<file path="config.mk">
export PLATFORM = sky130hd
export DESIGN_NAME = pid_axis_engine
export DESIGN_NICKNAME = d
export VERILOG_FILES = /design/src/rtl/pid_axis_engine.sv
export SDC_FILE = /design/constraint.sdc
export NUM_CORES = 1
export LEC_CHECK = 0
export CORE_AREA = 2 2 334 204
export CTS_CLUSTER_DIAMETER = 30
export DETAILED_ROUTE_END_ITERATION = 12
export DIE_AREA = 0 0 336 206
export PLACE_DENSITY = 0.8
export SLEW_MARGIN = 20
export SYNTH_ARGS = -nofsm -noshare
export SYNTH_HDL_FRONTEND = slang
export SYNTH_SLANG_ARGS = --single-unit
</file>
<file path="constraint.sdc">
create_clock -name clk -period 18.2 [get_ports clk]
set_clock_uncertainty 0.1 [all_clocks]
set_input_delay 3.64 -clock clk [delete_from_list [all_inputs] [get_ports clk]]
set_output_delay 3.64 -clock clk [all_outputs]
set_load 0.005 [all_outputs]
</file>
<file path="src/rtl/pid_axis_engine.sv">
// Time-multiplexed PID term engine: one shared datapath walks the axes one per clock
// after each accepted vld, with a saturating anti-windup integrator and a per-axis D delay queue.
module pid_axis_engine #(
    parameter int NUM_AXES = 3,
    parameter int ERR_W    = 10,
    parameter int D_DEPTH  = 14,
    parameter int D_COEFF  = 7,
    parameter int I_SHIFT  = 6
) (
    input  logic                          clk,
    input  logic                          rst_n,
    input  logic                          vld,
    input  logic [NUM_AXES*16-1:0]        actual,
    input  logic [NUM_AXES*16-1:0]        desired,
    input  logic                          clr_integ,
    output logic                          busy,
    output logic                          done,
    output logic                          ovr,
    output logic [NUM_AXES*ERR_W-1:0]     pterm,
    output logic [NUM_AXES*ERR_W-1:0]     iterm,
    output logic [NUM_AXES*(ERR_W+2)-1:0] dterm
);
    localparam int ACC_W = ERR_W + I_SHIFT;
    localparam int DT_W  = ERR_W + 2;
    localparam int DIF_W = ERR_W + 1;
    localparam int CH_W  = (NUM_AXES > 1) ? $clog2(NUM_AXES) : 1;
    localparam int PTR_W = (D_DEPTH > 1) ? $clog2(D_DEPTH) : 1;
    localparam logic [CH_W-1:0]  CH_LAST  = CH_W'(NUM_AXES - 1);
    localparam logic [PTR_W-1:0] PTR_LAST = PTR_W'(D_DEPTH - 1);
    localparam logic signed [ERR_W-1:0] E_MAX = {1'b0, {(ERR_W-1){1'b1}}};
    localparam logic signed [ERR_W-1:0] E_MIN = {1'b1, {(ERR_W-1){1'b0}}};
    localparam logic signed [DIF_W-1:0] D_HI  = DIF_W'(32'sd31);
    localparam logic signed [DIF_W-1:0] D_LO  = DIF_W'(-32'sd32);
    localparam logic signed [ACC_W:0]   A_HI  = {2'b00, {(ACC_W-1){1'b1}}};
    localparam logic signed [ACC_W:0]   A_LO  = {2'b11, {(ACC_W-1){1'b0}}};
    localparam logic signed [DT_W-1:0]  COEFF = DT_W'(D_COEFF);

    typedef enum logic [1:0] {S_IDLE = 2'd0, S_CALC = 2'd1, S_DONE = 2'd2} state_t;

    function automatic logic signed [ERR_W-1:0] sat_err(input logic signed [16:0] v);
        if (v > 17'(E_MAX))      sat_err = E_MAX;
        else if (v < 17'(E_MIN)) sat_err = E_MIN;
        else                     sat_err = v[ERR_W-1:0];
    endfunction

    function automatic logic signed [5:0] sat_diff(input logic signed [DIF_W-1:0] v);
        if (v > D_HI)      sat_diff = 6'sd31;
        else if (v < D_LO) sat_diff = -6'sd32;
        else               sat_diff = v[5:0];
    endfunction

    function automatic logic signed [ACC_W-1:0] sat_acc(input logic signed [ACC_W:0] v);
        if (v > A_HI)      sat_acc = A_HI[ACC_W-1:0];
        else if (v < A_LO) sat_acc = A_LO[ACC_W-1:0];
        else               sat_acc = v[ACC_W-1:0];
    endfunction

    state_t                     state_q, state_d;
    logic [CH_W-1:0]            ch_q, ch_d;
    logic [PTR_W-1:0]           ptr_q, ptr_d;
    logic [NUM_AXES*16-1:0]     act_q, act_d, des_q, des_d;
    logic signed [ERR_W-1:0]    dbuf_q [NUM_AXES][D_DEPTH];
    logic signed [ERR_W-1:0]    dbuf_d [NUM_AXES][D_DEPTH];
    logic signed [ACC_W-1:0]    acc_q [NUM_AXES];
    logic signed [ACC_W-1:0]    acc_d [NUM_AXES];
    logic [NUM_AXES*ERR_W-1:0]  pterm_q, pterm_d;
    logic [NUM_AXES*DT_W-1:0]   dterm_q, dterm_d;
    logic                       busy_q, busy_d, done_q, done_d, ovr_q, ovr_d;

    logic signed [15:0]         cur_act_s, cur_des_s;
    logic signed [16:0]         err_wide_s;
    logic signed [ERR_W-1:0]    err_sat_s, oldest_s, psum_s;
    logic signed [DIF_W-1:0]    diff_s;
    logic signed [5:0]          diff_sat_s;
    logic signed [DT_W-1:0]     dprod_s;
    logic signed [ACC_W:0]      asum_s;
    logic signed [ACC_W-1:0]    acc_upd_s;
    int                         ch_i;

    // Shared datapath for the selected axis, FSM sequencing and next-state of all storage.
    always_comb begin
        state_d = state_q;
        ch_d    = ch_q;
        ptr_d   = ptr_q;
        act_d   = act_q;
        des_d   = des_q;
        dbuf_d  = dbuf_q;
        acc_d   = acc_q;
        pterm_d = pterm_q;
        dterm_d = dterm_q;
        ovr_d   = 1'b0;
        ch_i    = int'(ch_q);

        cur_act_s  = act_q[ch_i*16 +: 16];
        cur_des_s  = des_q[ch_i*16 +: 16];
        err_wide_s = {cur_act_s[15], cur_act_s} - {cur_des_s[15], cur_des_s};
        err_sat_s  = sat_err(err_wide_s);
        oldest_s   = dbuf_q[ch_q][ptr_q];
        diff_s     = {err_sat_s[ERR_W-1], err_sat_s} - {oldest_s[ERR_W-1], oldest_s};
        diff_sat_s = sat_diff(diff_s);
        dprod_s    = DT_W'(diff_sat_s) * COEFF;
        psum_s     = (err_sat_s >>> 1) + (err_sat_s >>> 3);
        asum_s     = {acc_q[ch_q][ACC_W-1], acc_q[ch_q]} + (ACC_W+1)'(err_sat_s);
        // A pinned error means the sensor range is exceeded; integrating it only winds up.
        if ((err_sat_s == E_MAX) || (err_sat_s == E_MIN)) begin
            acc_upd_s = acc_q[ch_q];
        end else begin
            acc_upd_s = sat_acc(asum_s);
        end

        case (state_q)
            S_IDLE: begin
                if (vld) begin
                    act_d   = actual;
                    des_d   = desired;
                    ch_d    = CH_W'(0);
                    state_d = S_CALC;
                end else begin
                    state_d = S_IDLE;
                end
            end
            S_CALC: begin
                ovr_d                            = vld;
                pterm_d[ch_i*ERR_W +: ERR_W]     = psum_s;
                dterm_d[ch_i*DT_W +: DT_W]       = dprod_s;
                dbuf_d[ch_q][ptr_q]              = err_sat_s;
                acc_d[ch_q]                      = acc_upd_s;
                if (ch_q == CH_LAST) begin
                    ch_d    = CH_W'(0);
                    state_d = S_DONE;
                end else begin
                    ch_d    = ch_q + CH_W'(1);
                end
            end
            S_DONE: begin
                ovr_d   = vld;
                state_d = S_IDLE;
                ptr_d   = (ptr_q == PTR_LAST) ? PTR_W'(0) : ptr_q + PTR_W'(1);
            end
            default: begin
                state_d = S_IDLE;
                ch_d    = CH_W'(0);
            end
        endcase

        if (clr_integ) begin
            for (int k = 0; k < NUM_AXES; k++) acc_d[k] = '0;
        end else begin
            acc_d = acc_d;
        end

        busy_d = (state_d != S_IDLE);
        done_d = (state_d == S_DONE);
    end

    // State, snapshot, queue, accumulator and output registers.
    always_ff @(posedge clk or negedge rst_n) begin
        if (!rst_n) begin
            state_q <= S_IDLE;
            ch_q    <= '0;
            ptr_q   <= '0;
            act_q   <= '0;
            des_q   <= '0;
            for (int k = 0; k < NUM_AXES; k++) begin
                acc_q[k] <= '0;
                for (int j = 0; j < D_DEPTH; j++) dbuf_q[k][j] <= '0;
            end
            pterm_q <= '0;
            dterm_q <= '0;
            busy_q  <= 1'b0;
            done_q  <= 1'b0;
            ovr_q   <= 1'b0;
        end else begin
            state_q <= state_d;
            ch_q    <= ch_d;
            ptr_q   <= ptr_d;
            act_q   <= act_d;
            des_q   <= des_d;
            acc_q   <= acc_d;
            dbuf_q  <= dbuf_d;
            pterm_q <= pterm_d;
            dterm_q <= dterm_d;
            busy_q  <= busy_d;
            done_q  <= done_d;
            ovr_q   <= ovr_d;
        end
    end

    assign busy  = busy_q;
    assign done  = done_q;
    assign ovr   = ovr_q;
    assign pterm = pterm_q;
    assign dterm = dterm_q;

    for (genvar k = 0; k < NUM_AXES; k++) begin : g_iterm
        logic signed [ACC_W-1:0] ishift_s;
        assign ishift_s = acc_q[k] >>> I_SHIFT;
        assign iterm[k*ERR_W +: ERR_W] = ishift_s[ERR_W-1:0];
    end
endmodule

</file>
==> flow_metrics.tcl, run 1 <==
set metrics [dict create \
    grtUsageTotal_pct 27.2 \
    grt_pass1_vias 25795 \
    final_nets 3544 \
    cts_buffer_depth 3 \
    path_clk_slew_ps 60 \
    cts_resized 0 \
    core_area_um2 66800 \
    clock_latency_ps 660 \
    vias 26322 \
    synthTopCellsByArea "dfrtp_1, o21ai_0, nand2_1" \
    cp-end-kind "flip-flop" \
    slowest_delay_ps 1070 \
    gp_congestion 0.936 \
    synthToLayoutAreaGrowth_pct 17.2 \
    grt_max_degree 191 \
    drive_gt1_share_pct 13.3 \
    arrival_ps 12350 \
    pre_cts_slack_ps 6470 \
    tritoncts "yes" \
    vias_per_cell 6.03 \
    rr_startpoint "ch_q[1]" \
    relSlewSlack_pct 26.8 \
    n_fill_cell 5515 \
    slew_violations 0 \
    rows 74 \
    die_area_um2 69200 \
    cts_setup_buffers 0 \
    htreeDepth 3 \
    cts_root_buffer "clkbuf_16" \
    yosys_register_bits 641 \
    dr.first_iter.drc_count 2739 \
    min_path_type "flip-flop to flip-flop" \
    die_h_um 206 \
    grt_pass1_wl_mm 147 \
    cts_buffers 95 \
    synth_top_area_share_pct 48.9 \
    synth.distinct_cells 91 \
    dominantRegCellSynth "dfrtp_1" \
    cp_slowest_cell "dfrtp_4" \
    register_area_um2 16100 \
    drc 0 \
    setup_viol 0 \
    synth_cells 3325 \
    startpoint "ch_q[1]" \
    netlist.top_cell.by_area "dfrtp_1" \
    die_x_um 336 \
    max-cap-violations 0 \
    rsz0062_at_grt "no" \
    yosys_warnings 0 \
    synth-seq-area-share_pct 48.9 \
    synth-edff-count 0 \
    finalHoldViolations 0 \
    clock-sinks 641 \
    initial_core_util_pct 49.2 \
    avgRoutedWirePerCell_um 21.3 \
    synthArstFlopShare_pct 100 \
    antenna_found_initial 2 \
    holdCritStartpoint "dbuf_q[74]" \
    startpoint_type "flip-flop" \
    layout_setup_ws_ps 6290 \
    status "complete, no violations" \
    timing.final.crit_share_pct 65.4 \
    first_pass_iters 6 \
    ctsHoldBuffers 0 \
    io_pins 199 \
    max_freq_mhz 84.0 \
    period_minus_slack_ps 11910 \
    port_buffers 198 \
    cp_max_fo 53 \
    gr-total-overflow 0 \
    wirelength_mm 93.1 \
    synth.avg_cell_area_um2 9.87 \
    drt.antenna.violating_nets 0 \
    multi_input_area_um2 15400 \
    worst_slew_pin_slew_ps 1090 \
    critPathRequiredTime_ps 18640 \
    fin_setup_tns_ps 0 \
    syn_area_um2 32800 \
    dp_hpwl_mm 60.5 \
    path_class "flip-flop to flip-flop" \
    syn_nets 3497 \
]
## cell type report
| cell class | count | area share, % |
|---|---|---|
| repair buffers | 239 | 6.10 |
| clock inverters | 63 | 1.98 |
| well taps | 912 | 2.97 |
| clock buffers | 114 | 6.68 |
| inverters | 53 | 0.517 |
| diodes | 1 | 0.00651 |
| multi-input cells | 2342 | 40.0 |
| flip-flops and latches | 641 | 41.7 |
## sequential cells by signal (all words and copies together) (netlist names)
name,flops
dbuf_q,420
act_q,48
des_q,48
dterm,36
iterm,30
pterm,30
acc_q,18
ptr_q,4
ch_q,2
state_q,2
busy,1
done,1
ovr,1
## synth_stat cells, types with 36 or more instances
cell      instances
a21oi_1         148
buf_4            36
clkbuf_1        199
dfrtp_1         641
ha_1             65
inv_1            49
mux2_2          105
mux2i_1         109
mux4_2           89
nand2_1         669
nor2_1          140
o21ai_0         536
## logic make-up after synthesis
| group | count (synthesis) | share of synthesized area, % |
|---|---|---|
| multiplexers | 303 | 13.0 |
| adder cells (fa/ha/maj) | 76 | 3.03 |
| buffers and inverters | 342 | 4.52 |
| XOR/XNOR | 49 | 1.31 |
| AO/OA/AOI/OAI | 920 | 16.5 |
| flip-flops | 641 | 48.9 |
| AND/OR/NAND/NOR | 994 | 12.7 |
## worst max-delay path, delay by kind of cell (launching register included)
family          cells  cell delay, ps
compound gates     21            5180
mux                 1             250
simple gates        5             540
buf+inv             9            2510
flops               1            1070
fa+ha+maj           6            2040
## routing by layer
layer	part of all wire, %	up-vias	GRT usage [%]
met5	0	-	0
met4	2.4	0	7.32
met3	11	183	7.67
met2	43	1337	39.9
met1	44	12982	39.6
li1	-	11820	-
## path summary, 6_finish.rpt
path,endpoint,slack (ps),cells after the start
hold reg to reg,dbuf_q[74],380,2
min in group asynchronous,act_q[45],2880,1
setup reg to reg,dterm[35],6290,42
hold / removal,dbuf_q[74],380,2
setup / recovery,dterm[35],6290,42
max in group asynchronous,dbuf_q[305],12800,3
## through the flow
step / hold slack [ps] / cells / util, % / cell area (um2)
finish: 375 / 4365 / 57.6 / 38500
global route: 393 / 4365 / 57.6 / 38500
CTS: 377 / 4361 / 57.5 / 38400
detailed placement: 365 / 4184 / 52.5 / 35000
global placement: 356 / 4184 / 52.5 / 35000
floorplan: 344 / 3325 / - / 32800
## layout by cell type (no fill, tap or decap), types with 89 or more instances in the layout
cell / n
a21oi_1: 146
o21ai_0: 536
nor2_1: 135
mux2_2: 105
dfrtp_1: 637
mux4_2: 89
nand2_1: 668
clkbuf_16: 96
clkdlybuf4s50_1: 196
mux2i_1: 109
Power of run 1 is left out: the tool's default activity adds up to more than one toggle a clock period on the data nets, which glitch-free logic cannot reach.
==> run 2, diff against run 1 <==
Clock period 18.2 ns to 11.6 ns, I/O delays scaled along.
==> flow_metrics.tcl, run 2 (synthesized netlist as in run 1, its figures left out) <==
set metrics [dict create \
    rows 74 \
    place_area_um2 35100 \
    arrival_ps 11130 \
    synthToLayoutAreaGrowth_pct 17.1 \
    tritoncts "yes" \
    fin_setup_tns_ps 0 \
    largest_reg_flops 420 \
    min_path_type "flip-flop to flip-flop" \
    cp_max_fo 44 \
    max-cap-violations 0 \
    vias 26446 \
    clock-sinks 641 \
    top_regs "dbuf_q x420, act_q x48, des_q x48" \
    cts_buffers 93 \
    ctsHoldBuffers 0 \
    antennaDiodeCount 0 \
    path_class "flip-flop to flip-flop" \
    grt_max_degree 189 \
    drc 0 \
    die_h_um 206 \
    io_pins 199 \
    timing.final.crit_share_pct 92.2 \
    grt_pass1_vias 25779 \
    slew_violations 0 \
    cp-end-kind "flip-flop" \
    layout_commonest_cell "nand2_1" \
    relSlewSlack_pct 18.5 \
    final_nets 3541 \
    gp_congestion 0.947 \
    cp_slowest_cell "dfrtp_4" \
    avgRoutedWirePerCell_um 21.5 \
    grt_pass1_wl_mm 149 \
    gr-total-overflow 0 \
    drt.antenna.violating_nets 0 \
    wirelength_mm 93.6 \
    finalHoldViolations 0 \
    top_register "dbuf_q" \
    core_area_um2 66800 \
    clock_latency_ps 660 \
    period_minus_slack_ps 10690 \
    fin_hold_ws_ps 370 \
    layout_common_cells "nand2_1, dfrtp_1, o21ai_0" \
    htreeDepth 3 \
    first_pass_iters 6 \
    die_area_um2 69200 \
    cts_buffer_depth 3 \
    max_freq_mhz 93.5 \
    dr.first_iter.drc_count 3249 \
    fin_area_um2 38400 \
    status "complete, no violations" \
    startpoint_type "flip-flop" \
    critPathRequiredTime_ps 12040 \
    slowest_delay_ps 600 \
    antenna_found_initial 0 \
    rsz0062_at_grt "no" \
    dp_hpwl_mm 60.8 \
    worst_slew_pin_slew_ps 1210 \
    setup_viol 0 \
    cts_setup_buffers 0 \
    path_clk_slew_ps 50 \
    cts_root_buffer "clkbuf_16" \
    grtUsageTotal_pct 27.4 \
    port_buffers 198 \
    drive_gt1_share_pct 13.4 \
    die_x_um 336 \
    cts_resized 0 \
    vias_per_cell 6.06 \
    initial_core_util_pct 49.2 \
]
[run 2: worst max-delay path: cells and delay by family (launching register included)]
family,cells,cell delay [ps]
adder cells (fa/ha/maj),6,2010
AND/OR/NAND/NOR,10,1870
buffers and inverters,6,830
AO/OA/AOI/OAI,18,5130
flip-flops,1,600
[run 2: through the flow]
| step | setup WS (ps) | std cells | utilization (%) |
|---|---|---|---|
| after floorplan | 347 | 3325 | - |
| after global placement | 1390 | 4185 | 52.6 |
| after detailed placement | 1190 | 4185 | 52.6 |
| after CTS | 1060 | 4361 | 57.6 |
| after global routing | 14.8 | 4362 | 57.6 |
| final | 908 | 4362 | 57.6 |
[run 2: per-layer routing]
metal	vias to the layer above	part of all wire (%)	global-route usage [%]
met5	-	0	0
met4	0	2.6	7.48
li1	11826	-	-
met3	218	11	6.86
met1	12929	44	40.4
met2	1473	43	40.1
[run 2: path summary, 6_finish.rpt]
check	from	endpoint	slack [ps]	depth (start not counted)
min in group asynchronous	rst_n	act_q[46]	1520	1
worst max-delay path	ch_q[0]	dterm[22]	910	40
worst min register to register	dbuf_q[259]	dbuf_q[259]	370	2
max in group asynchronous	rst_n	dbuf_q[35]	7640	4
worst min-delay path	dbuf_q[259]	dbuf_q[259]	370	2
worst max register to register	ch_q[0]	dterm[22]	910	40
[run 2: final cells by class]
type / count / area [um2]
flip-flops and latches: 641 / 16100
inverters: 53 / 199
clock buffers: 103 / 2440
multi-input cells: 2342 / 15400
well taps: 912 / 1140
clock inverters: 73 / 896
fillers: 5461 / 28300
repair buffers: 238 / 2340
Power of run 2 is left out for the same reason.
